==> config.mk <==
export PLATFORM = sky130hd
export DESIGN_NAME = cpu_sequencer
export DESIGN_NICKNAME = d
export VERILOG_FILES = /design/src/rtl/cpu_sequencer_pkg.sv /design/src/rtl/cpu_sequencer.sv
export SDC_FILE = /design/constraint.sdc
export NUM_CORES = 1
export LEC_CHECK = 0
export BUFFER_PORTS_ARGS = -buffer_cell sky130_fd_sc_hd__buf_2
export CAP_MARGIN = 25
export CELL_PAD_IN_SITES_DETAIL_PLACEMENT = 1
export CELL_PAD_IN_SITES_GLOBAL_PLACEMENT = 1
export CORE_ASPECT_RATIO = 1.5
export CORE_UTILIZATION = 40
export CTS_BUF_LIST = sky130_fd_sc_hd__clkbuf_4 sky130_fd_sc_hd__clkbuf_8 sky130_fd_sc_hd__clkbuf_16
export DETAILED_ROUTE_END_ITERATION = 8
export MAX_ROUTING_LAYER = met4
export PLACE_DENSITY = 0.79
export SETUP_SLACK_MARGIN = 0.1
export SYNTH_ARGS = -nofsm -noshare
export SYNTH_HDL_FRONTEND = slang
export SYNTH_SLANG_ARGS = --single-unit
==> constraint.sdc <==
create_clock -name clk -period 5.24 [get_ports clk]
set_input_delay 0.786 -clock clk [delete_from_list [all_inputs] [get_ports clk]]
set_output_delay 0.786 -clock clk [all_outputs]
set_load 0.05 [all_outputs]
==> src/rtl/cpu_sequencer_pkg.sv <==
// Shared encodings for the multi-cycle CPU control sequencer:
// FSM states, PC source select codes and one-hot instruction bit positions.
package cpu_sequencer_pkg;

    typedef enum logic [2:0] {
        ST_FETCH  = 3'd0,
        ST_DECODE = 3'd1,
        ST_EXEC   = 3'd2,
        ST_MEM    = 3'd3,
        ST_WB     = 3'd4,
        ST_TRAP   = 3'd7
    } state_e;

    localparam logic [1:0] PC_SRC_SEQ  = 2'd0;
    localparam logic [1:0] PC_SRC_BR   = 2'd1;
    localparam logic [1:0] PC_SRC_JUMP = 2'd2;
    localparam logic [1:0] PC_SRC_REG  = 2'd3;

    // R-type ALU ops occupy bits 0-15; I-type ALU ops occupy 17-21 and 26-28.
    localparam int unsigned IDX_ADDU     = 0;
    localparam int unsigned IDX_RTYPE_HI = 15;
    localparam int unsigned IDX_JR       = 16;
    localparam int unsigned IDX_LW       = 22;
    localparam int unsigned IDX_SW       = 23;
    localparam int unsigned IDX_BEQ      = 24;
    localparam int unsigned IDX_BNE      = 25;
    localparam int unsigned IDX_J        = 29;
    localparam int unsigned IDX_JAL      = 30;

endpackage

==> src/rtl/cpu_sequencer.sv <==
// Multi-cycle CPU control sequencer: walks FETCH/DECODE/EXEC/MEM/WB from a
// one-hot decoded instruction, with a bounded data-memory wait and a sticky trap.
//
//   state  | meaning
//   FETCH  | load instruction register
//   DECODE | legality check, resolve jumps
//   EXEC   | ALU step, resolve branches
//   MEM    | data-memory access, wait for ack (bounded)
//   WB     | register write-back, advance PC
//   TRAP   | illegal instruction or memory timeout, held until reset
module cpu_sequencer
    import cpu_sequencer_pkg::*;
#(
    parameter int MEM_TIMEOUT = 255
) (
    input  logic        clk,
    input  logic        rst,
    input  logic [31:0] i,
    input  logic        z,
    input  logic        dm_ack,
    output logic        ir_we,
    output logic        pc_we,
    output logic [1:0]  pc_src,
    output logic        rf_w,
    output logic        dm_cs,
    output logic        dm_r,
    output logic        dm_w,
    output logic [2:0]  state,
    output logic        trap,
    output logic [31:0] instret
);

    localparam int              CNT_W    = (MEM_TIMEOUT < 2) ? 1 : $clog2(MEM_TIMEOUT + 1);
    localparam logic [CNT_W-1:0] CNT_LAST = CNT_W'(MEM_TIMEOUT - 1);

    state_e           r_state;
    state_e           w_next;
    logic [CNT_W-1:0] r_wait_cnt;
    logic [31:0]      r_instret;
    logic             w_retire;
    logic             w_legal;

    function automatic logic is_onehot(input logic [31:0] v);
        return (v != 32'd0) && ((v & (v - 32'd1)) == 32'd0);
    endfunction

    assign w_legal = is_onehot(i);

    always_ff @(posedge clk or posedge rst) begin
        if (rst) begin
            r_state    <= ST_FETCH;
            r_wait_cnt <= '0;
            r_instret  <= 32'd0;
        end else begin
            r_state <= w_next;
            if (r_state == ST_MEM && w_next == ST_MEM) begin
                r_wait_cnt <= r_wait_cnt + CNT_W'(1);
            end else begin
                r_wait_cnt <= '0;
            end
            if (w_retire) begin
                r_instret <= r_instret + 32'd1;
            end
        end
    end

    always_comb begin
        w_next   = r_state;
        ir_we    = 1'b0;
        pc_we    = 1'b0;
        pc_src   = PC_SRC_SEQ;
        rf_w     = 1'b0;
        dm_cs    = 1'b0;
        dm_r     = 1'b0;
        dm_w     = 1'b0;
        w_retire = 1'b0;

        case (r_state)
            ST_FETCH: begin
                ir_we  = 1'b1;
                w_next = ST_DECODE;
            end

            ST_DECODE: begin
                if (!w_legal) begin
                    w_next = ST_TRAP;
                end else if (i[IDX_J] || i[IDX_JR]) begin
                    pc_we    = 1'b1;
                    pc_src   = i[IDX_JR] ? PC_SRC_REG : PC_SRC_JUMP;
                    w_retire = 1'b1;
                    w_next   = ST_FETCH;
                end else if (i[IDX_JAL]) begin
                    // jal redirects the PC here but only retires after its link write
                    pc_we  = 1'b1;
                    pc_src = PC_SRC_JUMP;
                    w_next = ST_WB;
                end else begin
                    w_next = ST_EXEC;
                end
            end

            ST_EXEC: begin
                if (i[IDX_BEQ] || i[IDX_BNE]) begin
                    pc_we    = 1'b1;
                    pc_src   = ((i[IDX_BEQ] & z) | (i[IDX_BNE] & ~z)) ? PC_SRC_BR : PC_SRC_SEQ;
                    w_retire = 1'b1;
                    w_next   = ST_FETCH;
                end else if (i[IDX_LW] || i[IDX_SW]) begin
                    w_next = ST_MEM;
                end else begin
                    w_next = ST_WB;
                end
            end

            ST_MEM: begin
                dm_cs = 1'b1;
                dm_r  = i[IDX_LW];
                dm_w  = i[IDX_SW];
                // ack wins over the timeout when both land in the same cycle
                if (dm_ack) begin
                    if (i[IDX_SW]) begin
                        pc_we    = 1'b1;
                        pc_src   = PC_SRC_SEQ;
                        w_retire = 1'b1;
                        w_next   = ST_FETCH;
                    end else begin
                        w_next = ST_WB;
                    end
                end else if (r_wait_cnt == CNT_LAST) begin
                    w_next = ST_TRAP;
                end
            end

            ST_WB: begin
                rf_w     = 1'b1;
                w_retire = 1'b1;
                if (!i[IDX_JAL]) begin
                    pc_we  = 1'b1;
                    pc_src = PC_SRC_SEQ;
                end
                w_next = ST_FETCH;
            end

            ST_TRAP: begin
                w_next = ST_TRAP;
            end

            default: begin
                w_next = ST_TRAP;
            end
        endcase
    end

    assign state   = r_state;
    assign trap    = (r_state == ST_TRAP);
    assign instret = r_instret;

endmodule

==> flow_metrics.py, run 1 <==
metrics = {
    "synth": {
        "syn_avg_cell_area_sq_um": 9.525,
        "syn_inst": 276,
        "seq_area_frac_synth": 0.4093,
        "synth.distinct_cells": 54,
        "syn_nets": 315,
        "async_reset_ff_frac": 1.000,
        "synth-edff-count": 0,
        "synth-seq-cells": 43,
        "syn_area_sq_um": 2629,
        "yosysWarnings": 0,
        "synth_ff_type": "dfrtp_1",
    },
    "floorplanning": {
        "row_count": 35,
        "die_w_um": 68.19,
        "start_util": 0.4198,
        "fp.dieH_um": 101.3,
        "die-area_sq_um": 6907,
        "core_sq_um": 6262,
        "pin_count": 80,
    },
    "grt": {
        "antenna_found_initial": 0,
        "grt_overflow": 0,
        "grt_pass1_wl_um": 11760,
        "grt_max_degree": 44,
        "globalRouteTotalUtil": 0.2316,
        "grt_pass1_vias": 2522,
    },
    "sta": {
        "period_share": 0.8843,
        "slew_headroom": 0.6247,
        "fin_ws_ns": 0.6065,
        "fin_setup_tns_ns": 0,
        "hold_violations": 0,
        "grt_setup_unrepaired": "no",
        "finalSetupViolCount": 0,
        "drv_slew": 0,
        "finClkSkew_ns": 0.005114,
        "worstMarginPinSlew_ns": 0.5629,
        "fmax_mhz": 215.8,
        "fin_crit_ns": 4.634,
    },
    "critical_path": {
        "worstSetupEndpointType": "output port",
        "crit_type": "in -> out",
        "critPathLaunchType": "primary input",
        "worstPathArrival_ns": 3.85,
        "crit_required_ns": 4.45,
        "cp_max_fo": 6,
    },
    "final_layout": {
        "drive_above_1_share": 0.2944,
        "final_common_cell": "buf_2",
        "final_nets": 399,
        "syn_to_final_growth_pct": 21.75,
        "fin_util": 0.5111,
        "antenna_cells": 0,
        "final_cells": 434,
        "fillers": 786,
        "final_cell_mix": "buf_2 (79), dfrtp_1 (43), xor2_1 (30)",
    },
    "placement": {
        "gp_congestion": 0.9261,
        "dp_slack_ns": 0.6294,
        "port_buffers": 79,
        "placedCellCount": 427,
        "dp_hpwl_um": 5669,
    },
    "route": {
        "num_vias": 2469,
        "wl_met3_um": 413,
        "firstDrtPassIters": 4,
        "drc": 0,
        "first_iter_violations": 42,
        "met2WireLength_um": 3904,
        "ant_nets": 0,
        "via_per_inst": 5.689,
        "wl_met1_um": 2987,
        "wl_um": 7436,
        "top_layer": "met4",
        "wl_per_cell_um": 17.13,
    },
    "power_and_ir_drop": {
        "leakagePower_nw": 1.361,
        "ir_drop_uv": 154.8,
        "pwr_density_cell_nw_per_um2": 208.5,
    },
    "clock_network": {
        "htreeDepth": 2,
        "clk_path_buf_depth": 2,
        "clock_sinks": 43,
        "ctsResizeCount": 0,
        "clock-root-buffer": "clkbuf_8",
        "clk_latency_ns": 0.29,
        "tritoncts": "built",
        "cts_buffers": 5,
        "cts_setup_buffers": 0,
        "clkTransAtPathRegs_ns": 0.08,
        "hold_buffers": 0,
    },
    "outcome": {
        "status": "completed",
    },
    "run": {
        "maxCapViolations": 0,
    },
    "hold_path": {
        "min_path_type": "reg -> reg",
    },
}
[cell type report]
type,instances,area (sq um),area share
clock buffer,6,82.58,0.02580
clock inverter,1,5.005,0.001564
inverter,11,41.29,0.01290
multi-input combinational,217,1485,0.4640
sequential,43,1076,0.3362
tap,74,92.59,0.02893
timing repair buffer,82,417.9,0.1306
[synth_stat cells, drive strengths merged (2+ instances only)]
cell	count	area, sq um
xor2	30	262.8
nand4	5	31.28
buf	3	26.27
maj3	3	31.28
or3	4	25.02
mux2	2	22.52
o2bb2ai	2	17.52
clkbuf	2	7.510
a2111oi	3	26.28
and3	8	50.05
or2	6	37.54
ha	3	37.54
nand3b	3	22.52
o21ai	10	50.05
a31oi	4	25.02
dfrtp	43	1076
o21bai	2	15.01
nor2	25	93.84
and4	2	17.52
nand2b	3	18.77
nor4b	6	71.32
inv	10	37.54
nor2b	2	12.51
nand3	16	80.08
nor3	14	70.07
nand2	15	56.30
xnor2	7	61.31
a21oi	5	25.02
nor4	18	146.4
or4	2	15.01
[path summary, 6_finish.rpt]
path                                          from                      end  cells after the start  slack [ns]
min reg2reg                instret[31]$_DFFE_PP0P_  instret[31]$_DFFE_PP0P_                      1        0.47
min                        instret[31]$_DFFE_PP0P_  instret[31]$_DFFE_PP0P_                      1        0.47
max reg2reg                     state[0]$_DFF_PP0_  instret[26]$_DFFE_PP0P_                      7        2.81
min in group asynchronous                      rst  r_wait_cnt[1]$_DFF_PP0_                      3        0.62
max                                           i[1]                pc_src[0]                     10        0.61
max in group asynchronous                      rst  instret[31]$_DFFE_PP0P_                      3        4.24
[worst max-delay path, cell delays in order]
cell and delay, ns:
buf_2 0.11, or4_1 0.54, nor2_1 0.33, and4_1 0.30, a41oi_1 0.13, or4b_4 0.58
nor4_4 0.47, nand3_1 0.12, a21oi_1 0.18, buf_2 0.29
[through the flow]
step | cell area (sq um) | total power [mW] | hold WS, ns
2_1_floorplan | 2629 | 0.4164 | 0.4915
3_3_place_gp | 3113 | 0.4578 | 0.4514
3_5_place_dp | 3113 | 0.4597 | 0.4535
4_1_cts | 3201 | 0.6734 | 0.4672
5_1_grt | 3201 | 0.6933 | 0.4798
6_report | 3201 | 0.6673 | 0.4654
[per-layer routing]
metal  vias to the layer above  global-route usage
li1                       1190                   -
met1                      1197              0.2453
met2                        71              0.4208
met3                        11             0.03941
met4                         0             0.07212
met5                         -                   -
[cell families after synthesis]
logic type / after synthesis / synth area share
AO/OA/AOI/OAI: 37 / 0.09853
XOR/XNOR: 37 / 0.1233
adder cells (fa/ha/maj): 6 / 0.02618
buffers and inverters: 16 / 0.02856
flip-flops: 43 / 0.4093
multiplexers: 2 / 0.008567
AND/OR/NAND/NOR: 135 / 0.3056
[registers in the layout (all words and copies together) (netlist names)]
name	cells
state	3
instret	32
r_wait_cnt	8
[where the power goes]
group / switching (mW) / total [mW] / leakage (nW) / internal, mW
clock: 0.111 / 0.214 / 0.0470 / 0.104
sequential: 0.0111 / 0.352 / 0.507 / 0.341
combinational: 0.0713 / 0.101 / 0.808 / 0.0298
No activity file was read; power rests on OpenSTA's default activity.
==> run 2, diff against run 1 <==
==> constraint.sdc (replaced) <==
create_clock -name clk -period 5.24 [get_ports clk]
set_input_delay 0 -clock clk [delete_from_list [all_inputs] [get_ports clk]]
set_output_delay 0 -clock clk [all_outputs]
set_load 0.02 [all_outputs]
==> run 2 against run 1 <==
Net effect: worst setup slack gained 1.4 ns; highest routed layer unchanged; first-iteration DRC count grew 24%; sequential cell count stayed put; cell count rose by 0.46%; critical path type is now in -> reg; routed wire length grew 0.61%; die area stayed put; core utilization increased by 0.18 points; via count rose by 0.69%; largest cell class unchanged; largest power group unchanged.
==> flow_metrics.py, run 2 (synthesized netlist as in run 1, its figures left out) <==
metrics = {
    "clock_network": {
        "cts_buffers": 5,
        "clk_latency_ns": 0.29,
        "clock-root-buffer": "clkbuf_8",
        "ctsResizeCount": 0,
        "htreeDepth": 2,
        "clock_sinks": 43,
        "clk_path_buf_depth": 2,
        "hold_buffers": 1,
        "tritoncts": "built",
        "clkTransAtPathRegs_ns": 0.08,
        "cts_setup_buffers": 0,
    },
    "sta": {
        "fmax_mhz": 305.7,
        "fin_crit_ns": 3.272,
        "period_share": 0.6243,
        "finalSetupViolCount": 0,
        "finClkSkew_ns": 0.009784,
        "slew_headroom": 0.6285,
        "hold_violations": 0,
        "worstMarginPinSlew_ns": 0.5556,
        "fin_setup_tns_ns": 0,
        "hold_slack_ns": 0.1221,
        "drv_slew": 0,
        "grt_setup_unrepaired": "no",
    },
    "final_layout": {
        "drive_above_1_share": 0.2956,
        "design_area_sq_um": 3212,
        "final_common_cell": "buf_2",
        "syn_to_final_growth_pct": 22.18,
        "fillers": 799,
        "final_cell_mix": "buf_2 (79), dfrtp_1 (43), xor2_1 (30)",
        "antenna_cells": 0,
        "seq_area_sq_um": 1076,
        "multiInputGateArea_sq_um": 1485,
        "largest_reg_flops": 32,
        "final_nets": 400,
    },
    "power_and_ir_drop": {
        "switching_share": 0.2633,
        "pwr_density_cell_nw_per_um2": 200.8,
        "pwr-share-clk": 0.332,
        "cell_internal_pwr_mw": 0.4752,
        "switchingPower_mw": 0.1699,
        "p_seq_frac": 0.546,
        "p_comb_frac": 0.122,
        "p_total_mw": 0.6451,
        "leakagePower_nw": 1.368,
        "ir_drop_uv": 226.7,
    },
    "route": {
        "ant_nets": 0,
        "firstDrtPassIters": 4,
        "drc": 0,
        "wl_um": 7481,
        "num_vias": 2486,
        "first_iter_violations": 52,
        "via_per_inst": 5.702,
        "wl_per_cell_um": 17.16,
    },
    "critical_path": {
        "worstSetupEndpointType": "register",
        "crit_type": "in -> reg",
        "worstPathArrival_ns": 3.49,
        "crit_required_ns": 5.46,
        "critPathLaunchType": "primary input",
        "reg2reg_depth": 7,
        "cp_max_fo": 32,
    },
    "floorplanning": {
        "core_sq_um": 6262,
        "row_count": 35,
        "fp.dieH_um": 101.3,
        "die-area_sq_um": 6907,
        "start_util": 0.4198,
        "die_w_um": 68.19,
        "pin_count": 80,
    },
    "grt": {
        "antenna_found_initial": 0,
        "grt_pass1_vias": 2623,
        "grt_max_degree": 44,
        "grt_overflow": 0,
        "grt_pass1_wl_um": 11950,
        "globalRouteTotalUtil": 0.2368,
    },
    "placement": {
        "gp_congestion": 0.8827,
        "port_buffers": 79,
        "placedInstanceArea_sq_um": 3113,
        "dp_hpwl_um": 5763,
    },
    "hold_path": {
        "min_path_type": "in -> reg",
        "min_delay_path_depth": 4,
    },
    "outcome": {
        "status": "completed",
    },
    "run": {
        "maxCapViolations": 0,
    },
}
## run 2: layout make-up
class / count / area share
multi-input cells: 217 / 0.4624
flip-flops and latches: 43 / 0.3350
well taps: 74 / 0.02883
repair buffers: 83 / 0.1332
clock inverters: 1 / 0.001558
clock buffers: 7 / 0.02610
inverters: 11 / 0.01286
## run 2: final timing paths
check | start | endpoint | slack (ns)
setup / recovery | i[1] | instret[31]$_DFFE_PP0P_ | 1.97
hold / removal | dm_ack | state[2]$_DFF_PP0_ | 0.12
setup reg to reg | state[0]$_DFF_PP0_ | instret[31]$_DFFE_PP0P_ | 2.79
hold reg to reg | instret[31]$_DFFE_PP0P_ | instret[31]$_DFFE_PP0P_ | 0.49
max in group asynchronous | rst | instret[10]$_DFFE_PP0P_ | 4.49
min in group asynchronous | rst | r_wait_cnt[1]$_DFF_PP0_ | 0.38
## run 2: critical path, stage by stage
cell and delay (ns):
buf_2 0.11, or4_1 0.53, nor2_1 0.34, nand3_1 0.20
a221oi_1 0.32, or4b_4 0.51, nor4_4 0.47, a211oi_4 0.11
buf_4 0.26, nor4_1 0.44, xor2_1 0.19
## run 2: power groups by stage
stage / Combinational [mW] / Sequential (mW) / Clock, mW
floorplan: 0.0261 / 0.368 / 0
CTS: 0.0802 / 0.352 / 0.224
global route: 0.0865 / 0.354 / 0.234
finish: 0.0788 / 0.352 / 0.214
global placement: 0.0770 / 0.358 / 0
detailed placement: 0.0792 / 0.358 / 0
## run 2: metrics by stage
stage                     setup WS, ns  cells    util
after global routing             1.741    436  0.5129
final                            1.968    436  0.5129
after detailed placement         1.644    427  0.4971
after global placement           1.773    427  0.4971
after CTS                        1.950    436  0.5129
after floorplan                  2.302    276       -
## run 2: metal layers
layer  GRT usage  up-vias  part of all wire
li1            -     1185                 -
met1      0.2462     1202              0.39
met2      0.4246       78              0.53
met3     0.03041       21             0.048
met4      0.1106        0             0.033
met5           -        -                 0
